==> src/rtl/pacman_pkg.sv <==
// pacman_pkg: shared types and screen offsets for the Pac-Man play field.
// Latency: n/a (types, constants and a pure helper function only).
// Backpressure: n/a. Contents: dir_t, mover_state_t, OFFSETH/OFFSETV, in_range().
package pacman_pkg;

  typedef enum logic [1:0] {
    UP    = 2'd0,
    DOWN  = 2'd1,
    LEFT  = 2'd2,
    RIGHT = 2'd3
  } dir_t;

  typedef enum logic {
    STOPPED = 1'b0,
    MOVING  = 1'b1
  } mover_state_t;

  // Play-field to raster offsets (custom border + blanking), shared with the wall block.
  localparam int unsigned OFFSETH = 274;
  localparam int unsigned OFFSETV = 58;

  // Inclusive range test on 11-bit screen coordinates.
  function automatic logic in_range(input logic [10:0] val,
                                    input logic [10:0] lo,
                                    input logic [10:0] hi);
    return (val >= lo) && (val <= hi);
  endfunction

endpackage

==> src/rtl/pacman_mover_probe_strip.sv <==
// probe_strip: flags when the raster sits in the STEP-deep strip just outside
// Pac-Man's box on one side. Latency: combinational. Backpressure: none.
// Ports: hCount/vCount raster, pos_x/pos_y play-field centre, dir side, hit flag.
module probe_strip
  import pacman_pkg::*;
#(
  parameter int HALF = 10,
  parameter int STEP = 2
) (
  input  logic [9:0] hCount,
  input  logic [9:0] vCount,
  input  logic [9:0] pos_x,
  input  logic [9:0] pos_y,
  input  dir_t       dir,
  output logic       hit
);

  localparam logic [10:0] H   = 11'(HALF);
  localparam logic [10:0] S   = 11'(STEP);
  localparam logic [10:0] ONE = 11'd1;

  logic [10:0] hx, vy, sx, sy;

  // One extra bit so the offset centre plus box/strip reach never overflows.
  always_comb begin
    hx = {1'b0, hCount};
    vy = {1'b0, vCount};
    sx = {1'b0, pos_x} + 11'(OFFSETH);
    sy = {1'b0, pos_y} + 11'(OFFSETV);
    hit = 1'b0;
    unique case (dir)
      UP:    hit = in_range(vy, sy - H - S, sy - H - ONE) && in_range(hx, sx - H, sx + H);
      DOWN:  hit = in_range(vy, sy + H + ONE, sy + H + S) && in_range(hx, sx - H, sx + H);
      LEFT:  hit = in_range(hx, sx - H - S, sx - H - ONE) && in_range(vy, sy - H, sy + H);
      RIGHT: hit = in_range(hx, sx + H + ONE, sx + H + S) && in_range(vy, sy - H, sy + H);
      default: hit = 1'b0;
    endcase
  end

endmodule

==> src/rtl/pacman_mover.sv <==
// pacman_mover: frame-synchronous Pac-Man movement; probes wall pixels around
// the box during the scan and commits one position update per frame at COMMIT_LINE.
// Latency: position/dir/moving registered (update 1 cycle after commit pixel); pacFill combinational.
// Ports: clk/rst, hCount/vCount raster, wallFill, btnU/D/L/R, pacX/pacY/pacDir/moving, pacFill.
module pacman_mover
  import pacman_pkg::*;
#(
  parameter int HALF        = 10,
  parameter int STEP        = 2,
  parameter int MOVE_DIV    = 1,
  parameter int COMMIT_LINE = 515,
  parameter int START_X     = 190,
  parameter int START_Y     = 316
) (
  input  logic       clk,
  input  logic       rst,
  input  logic [9:0] hCount,
  input  logic [9:0] vCount,
  input  logic       wallFill,
  input  logic       btnU,
  input  logic       btnD,
  input  logic       btnL,
  input  logic       btnR,
  output logic [9:0] pacX,
  output logic [9:0] pacY,
  output logic [1:0] pacDir,
  output logic       moving,
  output logic       pacFill
);

  localparam int DIVW = (MOVE_DIV > 1) ? $clog2(MOVE_DIV) : 1;
  localparam logic [9:0]  STEP10 = 10'(STEP);
  localparam logic [10:0] H11    = 11'(HALF);

  mover_state_t    state, state_nxt;
  dir_t            dir_q, dir_nxt, req_q, btn_dir;
  logic            req_valid, consume;
  logic [9:0]      pos_x, pos_y, pos_x_nxt, pos_y_nxt;
  logic [3:0]      blk, strip_hit;
  logic [DIVW-1:0] div_q;
  logic            commit, step_frame, btn_any;

  assign commit     = (hCount == 10'd0) && (vCount == 10'(COMMIT_LINE));
  assign step_frame = (div_q == DIVW'(MOVE_DIV - 1));
  assign btn_any    = btnU | btnD | btnL | btnR;

  // Fixed priority U > D > L > R when several buttons are held together.
  always_comb begin
    btn_dir = RIGHT;
    if (btnU)      btn_dir = UP;
    else if (btnD) btn_dir = DOWN;
    else if (btnL) btn_dir = LEFT;
  end

  for (genvar d = 0; d < 4; d++) begin : g_strip
    localparam logic [1:0] DV = 2'(d);
    probe_strip #(.HALF(HALF), .STEP(STEP)) u_strip (
      .hCount (hCount),
      .vCount (vCount),
      .pos_x  (pos_x),
      .pos_y  (pos_y),
      .dir    (dir_t'(DV)),
      .hit    (strip_hit[d])
    );
  end

  // FSM state register.
  always_ff @(posedge clk or posedge rst) begin
    if (rst) state <= STOPPED;
    else     state <= state_nxt;
  end

  // Next-state and commit decision. Uses the request held before any press
  // arriving in the commit cycle itself.
  always_comb begin
    state_nxt = state;
    dir_nxt   = dir_q;
    consume   = 1'b0;
    pos_x_nxt = pos_x;
    pos_y_nxt = pos_y;
    if (commit && step_frame) begin
      if (req_valid && !blk[req_q]) begin
        state_nxt = MOVING;
        dir_nxt   = req_q;
        consume   = 1'b1;
      end else if (state == MOVING && !blk[dir_q]) begin
        state_nxt = MOVING;
      end else begin
        state_nxt = STOPPED;
      end
      if (state_nxt == MOVING) begin
        unique case (dir_nxt)
          UP:    pos_y_nxt = pos_y - STEP10;
          DOWN:  pos_y_nxt = pos_y + STEP10;
          LEFT:  pos_x_nxt = pos_x - STEP10;
          RIGHT: pos_x_nxt = pos_x + STEP10;
          default: ;
        endcase
      end
    end
  end

  // FSM outputs.
  always_comb begin
    moving = (state == MOVING);
    pacDir = dir_q;
    pacX   = pos_x;
    pacY   = pos_y;
  end

  // Datapath: position, request latch, blocked accumulators, frame divider.
  always_ff @(posedge clk or posedge rst) begin
    if (rst) begin
      pos_x     <= 10'(START_X);
      pos_y     <= 10'(START_Y);
      dir_q     <= LEFT;
      req_q     <= UP;
      req_valid <= 1'b0;
      blk       <= '0;
      div_q     <= '0;
    end else begin
      pos_x <= pos_x_nxt;
      pos_y <= pos_y_nxt;
      dir_q <= dir_nxt;
      // The commit-cycle sample is dropped: clearing wins.
      if (commit) begin
        blk   <= '0;
        div_q <= step_frame ? '0 : div_q + DIVW'(1);
      end else begin
        blk <= blk | (strip_hit & {4{wallFill}});
      end
      // A fresh press overrides consumption of the old request.
      if (btn_any) begin
        req_q     <= btn_dir;
        req_valid <= 1'b1;
      end else if (consume) begin
        req_valid <= 1'b0;
      end
    end
  end

  // Box fill in screen coordinates.
  logic [10:0] fill_sx, fill_sy;
  always_comb begin
    fill_sx = {1'b0, pos_x} + 11'(OFFSETH);
    fill_sy = {1'b0, pos_y} + 11'(OFFSETV);
    pacFill = in_range({1'b0, hCount}, fill_sx - H11, fill_sx + H11) &&
              in_range({1'b0, vCount}, fill_sy - H11, fill_sy + H11);
  end

endmodule
==> config.mk <==
export PLATFORM = sky130hd
export DESIGN_NAME = pacman_mover
export DESIGN_NICKNAME = d
export VERILOG_FILES = /design/src/rtl/pacman_pkg.sv /design/src/rtl/pacman_mover_probe_strip.sv /design/src/rtl/pacman_mover.sv
export SDC_FILE = /design/constraint.sdc
export NUM_CORES = 1
export LEC_CHECK = 0
export CAP_MARGIN = 20
export CELL_PAD_IN_SITES_DETAIL_PLACEMENT = 1
export CELL_PAD_IN_SITES_GLOBAL_PLACEMENT = 2
export CORE_MARGIN = 4
export CORE_UTILIZATION = 36
export CTS_CLUSTER_DIAMETER = 40
export DETAILED_ROUTE_END_ITERATION = 16
export GPL_TIMING_DRIVEN = 0
export PLACE_DENSITY = 0.92
export SKIP_LAST_GASP = 1
export SYNTH_ARGS = -nofsm -noshare
export SYNTH_HDL_FRONTEND = slang
export SYNTH_SLANG_ARGS = --single-unit
==> constraint.sdc <==
create_clock -name clk -period 5 [get_ports clk]
set_input_delay 0.75 -clock clk [delete_from_list [all_inputs] [get_ports clk]]
set_output_delay 0.75 -clock clk [all_outputs]
set_load 0.1 [all_outputs]
==> results of run 1 <==
## worst paths after layout
| path | startpoint | to | slack [ns] | depth (start not counted) |
|---|---|---|---|---|
| min | pacDir[1]$_DFFE_PP1P_ | pacDir[1]$_DFFE_PP1P_ | 0.52 | 2 |
| max in group asynchronous | rst | pacX[3]$_DFFE_PP1P_ | 3.77 | 3 |
| min in group asynchronous | rst | pacY[1]$_DFFE_PP0P_ | 0.73 | 2 |
| max | pacX[1]$_DFFE_PP1P_ | pacFill | 0.13 | 15 |
| max reg2reg | pacY[2]$_DFFE_PP1P_ | blk[0]$_DFF_PP0_ | 0.31 | 18 |
| min reg2reg | pacDir[1]$_DFFE_PP1P_ | pacDir[1]$_DFFE_PP1P_ | 0.52 | 2 |
## what timing repair did
action | 4_1_cts | 5_1_grt
gates resized for setup | 35 | 28
setup buffers | 13 | 18
endpoints found under the hold margin | 0 | 0
pin swaps | 9 | 15
endpoints found under the setup margin | 2 | 2
hold buffers | 0 | 0
## critical path: cells and delay by family (launching register included)
kind            cells  cell delay, ns
simple gates        3            0.75
buf+inv             3            0.44
fa+ha+maj           2            0.47
flops               1            0.65
compound gates      7            1.51
## layer usage
metal	up-vias	part of all wire (%)	track usage, %
met1	2771	49	29.0
met5	-	0	0
met4	0	1.2	3.64
met2	105	47	33.5
li1	2715	-	-
met3	17	2.9	1.71
## cells in the mapped netlist, types with 13 or more instances
cell type,number,share of area (%)
a21o_1,15,2.0
a21oi_1,41,3.7
dfrtp_1,16,7.1
ha_1,96,21
inv_1,35,2.3
nand2_1,51,3.4
nand3_1,19,1.7
nand4_1,13,1.4
nor2_1,27,1.8
nor2b_1,13,1.4
nor3_1,21,1.9
o21ai_0,41,3.7
xnor2_1,50,7.8
xor2_1,25,3.9
## registers in the layout, indices dropped and copies added (netlist names)
signal	flops
pacX	9
pacY	9
blk	4
pacDir	2
req_q	2
moving	1
req_valid	1
## metrics by stage
stage | cell area [um^2] | total power (uW)
2_1_floorplan | 5620 | 371
3_3_place_gp | 6360 | 431
3_5_place_dp | 6360 | 445
4_1_cts | 6690 | 640
5_1_grt | 6970 | 677
6_report | 6970 | 642
## final cells by class
type / count / area, um^2 / share of cell area, %
multi-input combinational: 596 / 4850 / 69.6
buffer: 26 / 168 / 2.40
clock buffer: 4 / 78.8 / 1.13
tap: 211 / 264 / 3.79
sequential: 28 / 721 / 10.3
inverter: 35 / 135 / 1.94
timing repair buffer: 80 / 754 / 10.8
## cell families after synthesis
| kind of cell | share of synthesized area (%) |
|---|---|
| other | 0.0669 |
| adders and majority gates | 22.1 |
| buffers and inverters | 5.15 |
| muxes | 2.07 |
| DFF | 12.8 |
| AOI/OAI and AO/OA | 24.3 |
| xor gates and xnor gates | 12.9 |
| and+or+nand+nor | 20.6 |
## power by group through the flow
stage          Sequential [uW]  Combinational (uW)  Clock, uW
2_1_floorplan              236                 135          0
3_3_place_gp               237                 194          0
3_5_place_dp               238                 207          0
4_1_cts                    234                 211        195
5_1_grt                    235                 241        201
6_report                   234                 216        192
## cell usage in the layout, fill, tap and decap left out, types with 5 or more instances in the layout
cell / count
nand4b_1: 5
xor2_1: 20
buf_2: 7
o21ai_0: 37
nor2b_1: 12
o22ai_1: 6
clkbuf_1: 8
xnor2_2: 7
xor2_2: 6
nor4_1: 12
and3_1: 9
nand2_1: 51
o21ai_2: 5
dfstp_2: 11
o21ai_1: 5
nor2_1: 26
a21oi_1: 39
a31oi_1: 6
xnor2_1: 45
inv_1: 33
nand2b_1: 11
o21a_1: 5
mux2_2: 5
nand4_1: 13
buf_4: 37
dfrtp_1: 15
a21o_1: 15
clkdlybuf4s50_1: 47
a211oi_1: 5
nor3_1: 20
nand3_1: 19
ha_1: 91
==> impl_metrics.csv, run 1 <==
group,metric,value,unit
floorplan,dieHeight,133,um
clock_network,clkSlewWorstSetupHoldPaths,0.07,ns
drt,vias_per_cell,5.72,
drt,dr.pass1.iters,4,
placed_design,placed_cells,946,
timing,max_freq,206,MHz
setup_path,cp.required,4.25,ns
clock_network,clock_path_buffers,2,
global_route,grt_pass1_vias,5789,
timing,tns,0,ns
global_route,grt_first_pass_wirelength,30000,um
final_layout,area_growth,24.3,%
min_path,hold_class,"register to register",
power_and_ir_drop,p_clk_share,29.9,%
logic_synthesis,synthDistinctLibCells,90,
setup_path,slowest_stage,"dfstp_4",
timing,worst_slew_pin_slew,0.974,ns
floorplan,pin_count,51,
global_route,grt_start_max_net_pins,29,
timing,final_max_slew_viol_count,0,
clock_network,cts_buffers,3,
power_and_ir_drop,power_switching_share,32.0,%
logic_synthesis,netlist_instances,686,
setup_path,start_kind,"register",
drt,drtIter0Drc,272,
power_and_ir_drop,seq_power_share,36.5,%
global_route,grt_usage,20.2,%
final_layout,fillCellCount,1838,
drt,drc_errors,0,
clock_network,cts-root-buf,"clkbuf_16",
placed_design,gp_congestion,0.920,
timing,report.final.setup_viol,0,
clock_network,cts.sinks,28,
setup_path,crit_fanout,19,
floorplan,dieArea,17600,um^2
timing,hold_viol,0,
timing,period_minus_slack,4.87,ns
global_route,antenna_found_initial,0,
clock_network,cts_tree,"done",
power_and_ir_drop,peakVddDrop,0.000114,V
power_and_ir_drop,p_comb_share,33.6,%
drt,ant_nets,0,
setup_path,path_class,"register to primary output",
setup_path,critPathArrivalTime,4.12,ns
logic_synthesis,synthesis.area,5610,um^2
floorplan,fp-row-count,45,
placed_design,place_ws,-1.36,ns
setup_path,cp-end-kind,"primary output",
flow_run,drv_cap,0,
logic_synthesis,syn_avg_cell_area,8.18,um^2
logic_synthesis,synth-edff-count,0,
floorplan,core,15300,um^2
power_and_ir_drop,p_int,437,uW
timing,skew,0.00364,ns
drt,vias,5608,
clock_network,h-tree-depth,1,
logic_synthesis,ys_seq_elements,28,
setup_path,path_cells,"buf_12 > clkinvlp_4 > ha_4 > a211o_1 > and3_1 > o31a_1 > or2_2 > ha_1 > a211o_1 > a21oi_1 > o21ai_2 > a221oi_2 > a21oi_2 > and3_4 > buf_12",
final_layout,fin_cells,980,
clock_network,clock_latency,0.27,ns
setup_path,slowest_delay,0.65,ns
final_layout,drive_gt1_share,17.4,%
final_layout,fin_nets,895,
timing,period_share,97.3,%
logic_synthesis,synthArstFlopShare,100,%
final_layout,diodes,0,
global_route,gr-total-overflow,0,
timing,worst_slack,0.135,ns
timing,slew_headroom,34.9,%
logic_synthesis,yosys_warnings,0,
logic_synthesis,synth-main-ff-cell,"dfrtp_1",
power_and_ir_drop,p_per_area,92.1,nW/um^2
logic_synthesis,yosysSeqAreaShare,12.8,%
final_layout,final_util,45.7,%
power_and_ir_drop,p_leak,0.00293,uW
outcome,run_status,"completed",
drt,drt_wl_total,18500,um
placed_design,port_buffers,48,
power_and_ir_drop,p_sw,205,uW
floorplan,start_util,36.8,%
drt,wl_per_cell,18.8,um
placed_design,hpwl,14700,um
timing,hold_ws,0.516,ns
floorplan,die_x,133,um
Power figures use the tool's default switching activity.
==> run 2: changes to the inputs <==
- CTS_CLUSTER_SIZE: not set -> 20
- REMOVE_ABC_BUFFERS: not set -> 1
==> impl_metrics.csv, run 2 (synthesized netlist as in run 1, its figures left out) <==
group,metric,value,unit
clock_network,cts.sinks,28,
placed_design,gp_congestion,0.856,
placed_design,hpwl,14100,um
timing,final_max_slew_viol_count,0,
timing,period_share,98.8,%
clock_network,cts-root-buf,"clkbuf_16",
timing,slew_headroom,34.6,%
global_route,grt_first_pass_wirelength,30000,um
floorplan,pin_count,51,
final_layout,fin_cells,966,
placed_design,port_buffers,48,
floorplan,die_x,133,um
clock_network,clock_path_buffers,2,
placed_design,place_area,6230,um^2
drt,drt_wl_total,18800,um
global_route,gr-total-overflow,0,
floorplan,core,15300,um^2
flow_run,drv_cap,0,
global_route,grt_usage,20.0,%
global_route,antenna_found_initial,0,
clock_network,cts_tree,"done",
setup_path,cp.buffers_inverters,2,
global_route,grt_start_max_net_pins,25,
clock_network,cts_buffers,3,
timing,hold_viol,0,
timing,worst_slew_pin_slew,0.979,ns
drt,drc_errors,0,
final_layout,drive_gt1_share,16.6,%
setup_path,critPathArrivalTime,4.19,ns
timing,report.final.setup_viol,0,
clock_network,clock_latency,0.27,ns
drt,vias_per_cell,5.81,
setup_path,cp-end-kind,"primary output",
power_and_ir_drop,peakVddDrop,0.000122,V
floorplan,fp-row-count,45,
setup_path,crit_fanout,6,
final_layout,final_common_cell,"ha_1",
power_and_ir_drop,p_per_area,98.9,nW/um^2
drt,drtIter0Drc,231,
floorplan,dieArea,17600,um^2
power_and_ir_drop,total_power,687,uW
setup_path,path_cells,"clkinvlp_4 > ha_1 > a21boi_0 > a2111oi_1 > nor3_1 > xnor2_2 > ha_1 > a21o_1 > nand2_1 > a31oi_1 > o31a_1 > a21oi_1 > and3_1 > buf_6",
final_layout,fin_nets,881,
clock_network,clkSlewWorstSetupHoldPaths,0.07,ns
min_path,hold_class,"register to register",
final_layout,final_util,45.5,%
setup_path,slowest_stage,"dfstp_4",
setup_path,crit_family,"compound AO/OA/AOI/OAI gates",
clock_network,ctsHoldBuffers,0,
final_layout,area_growth,23.8,%
final_layout,diodes,0,
global_route,grt_pass1_vias,5733,
floorplan,start_util,36.8,%
outcome,run_status,"completed",
placed_design,placed_cells,919,
setup_path,crit_top_cell,"ha_1",
drt,vias,5614,
final_layout,final_cell_mix,"ha_1 (90), nand2_1 (51), clkdlybuf4s50_1 (47)",
final_layout,fin_area,6950,um^2
timing,skew,0.00513,ns
timing,tns,0,ns
drt,ant_nets,0,
timing,period_minus_slack,4.94,ns
clock_network,h-tree-depth,1,
drt,dr.pass1.iters,4,
timing,max_freq,202,MHz
setup_path,path_class,"register to primary output",
floorplan,dieHeight,133,um
setup_path,cp.required,4.25,ns
power_and_ir_drop,p_leak,0.00284,uW
setup_path,start_kind,"register",
drt,wl_per_cell,19.5,um
setup_path,slowest_delay,0.69,ns
## run 2: cell types whose count changed in the layout (fill, tap and decap cells not counted), sizes merged
| cell | before | now |
|---|---|---|
| inv | 34 | 32 |
| clkbuf | 12 | 4 |
| bufinv | 0 | 1 |
| buf | 51 | 44 |
| clkinvlp | 1 | 3 |
## run 2: per-stage QoR
stage          hold WS [ns]  setup slack [ns]
6_report              0.526            0.0596
5_1_grt               0.554           -0.0195
4_1_cts               0.529            0.0180
3_5_place_dp          0.519             -1.55
3_3_place_gp          0.487             -1.44
2_1_floorplan         0.478            -0.489
## run 2: final timing paths
| path | startpoint | slack, ns | cells after the start | end |
|---|---|---|---|---|
| setup / recovery | pacX[1]$_DFFE_PP1P_ | 0.06 | 14 | pacFill |
| hold / removal | pacDir[1]$_DFFE_PP1P_ | 0.53 | 2 | pacDir[1]$_DFFE_PP1P_ |
| setup reg to reg | pacY[2]$_DFFE_PP1P_ | 0.37 | 17 | blk[0]$_DFF_PP0_ |
| hold reg to reg | pacDir[1]$_DFFE_PP1P_ | 0.53 | 2 | pacDir[1]$_DFFE_PP1P_ |
| max in group asynchronous | rst | 3.69 | 3 | pacY[8]$_DFFE_PP1P_ |
| min in group asynchronous | rst | 0.78 | 2 | req_q[1]$_DFFE_PP0P_ |
## run 2: metal layers
metal  global-route usage, %  share of wire [%]  vias up
met4                    3.12                1.2        0
met2                    33.6                 50      112
met3                    1.33                3.6       19
met1                    28.8                 46     2788
met5                       0                  0        -
li1                        -                  -     2695
## run 2: timing repair
action / in CTS / in global routing
endpoints found under the setup margin: 3 / 2
resized for setup: 31 / 25
pin swaps: 2 / 11
buffers inserted: 12 / 31
## run 2: cell type report
cell class	count	area, um^2
Clock inverter	1	30.0
Sequential cell	28	731
Timing Repair Buffer	92	862
Tap cell	211	264
Fill cell	1776	8310
Multi-Input combinational cell	596	4840
Clock buffer	3	75.1
Inverter	35	143
## run 2: power by group
| part | switching (uW) | total (uW) | internal, uW | leakage, uW |
|---|---|---|---|---|
| registers | 4.48 | 234 | 230 | 0.000324 |
| logic | 119 | 212 | 93.4 | 0.00246 |
| clock network | 81.2 | 241 | 160 | 0.0000511 |
| total | 204 | 687 | 483 | 0.00284 |
## run 2: worst register-to-register path, delay by kind of cell (launching register included)
kind,cells,cell delay [ns]
compound gates,6,1.30
simple gates,6,1.65
fa+ha+maj,2,0.50
buf+inv,2,0.26
flops,1,0.66
xor+xnor,1,0.16
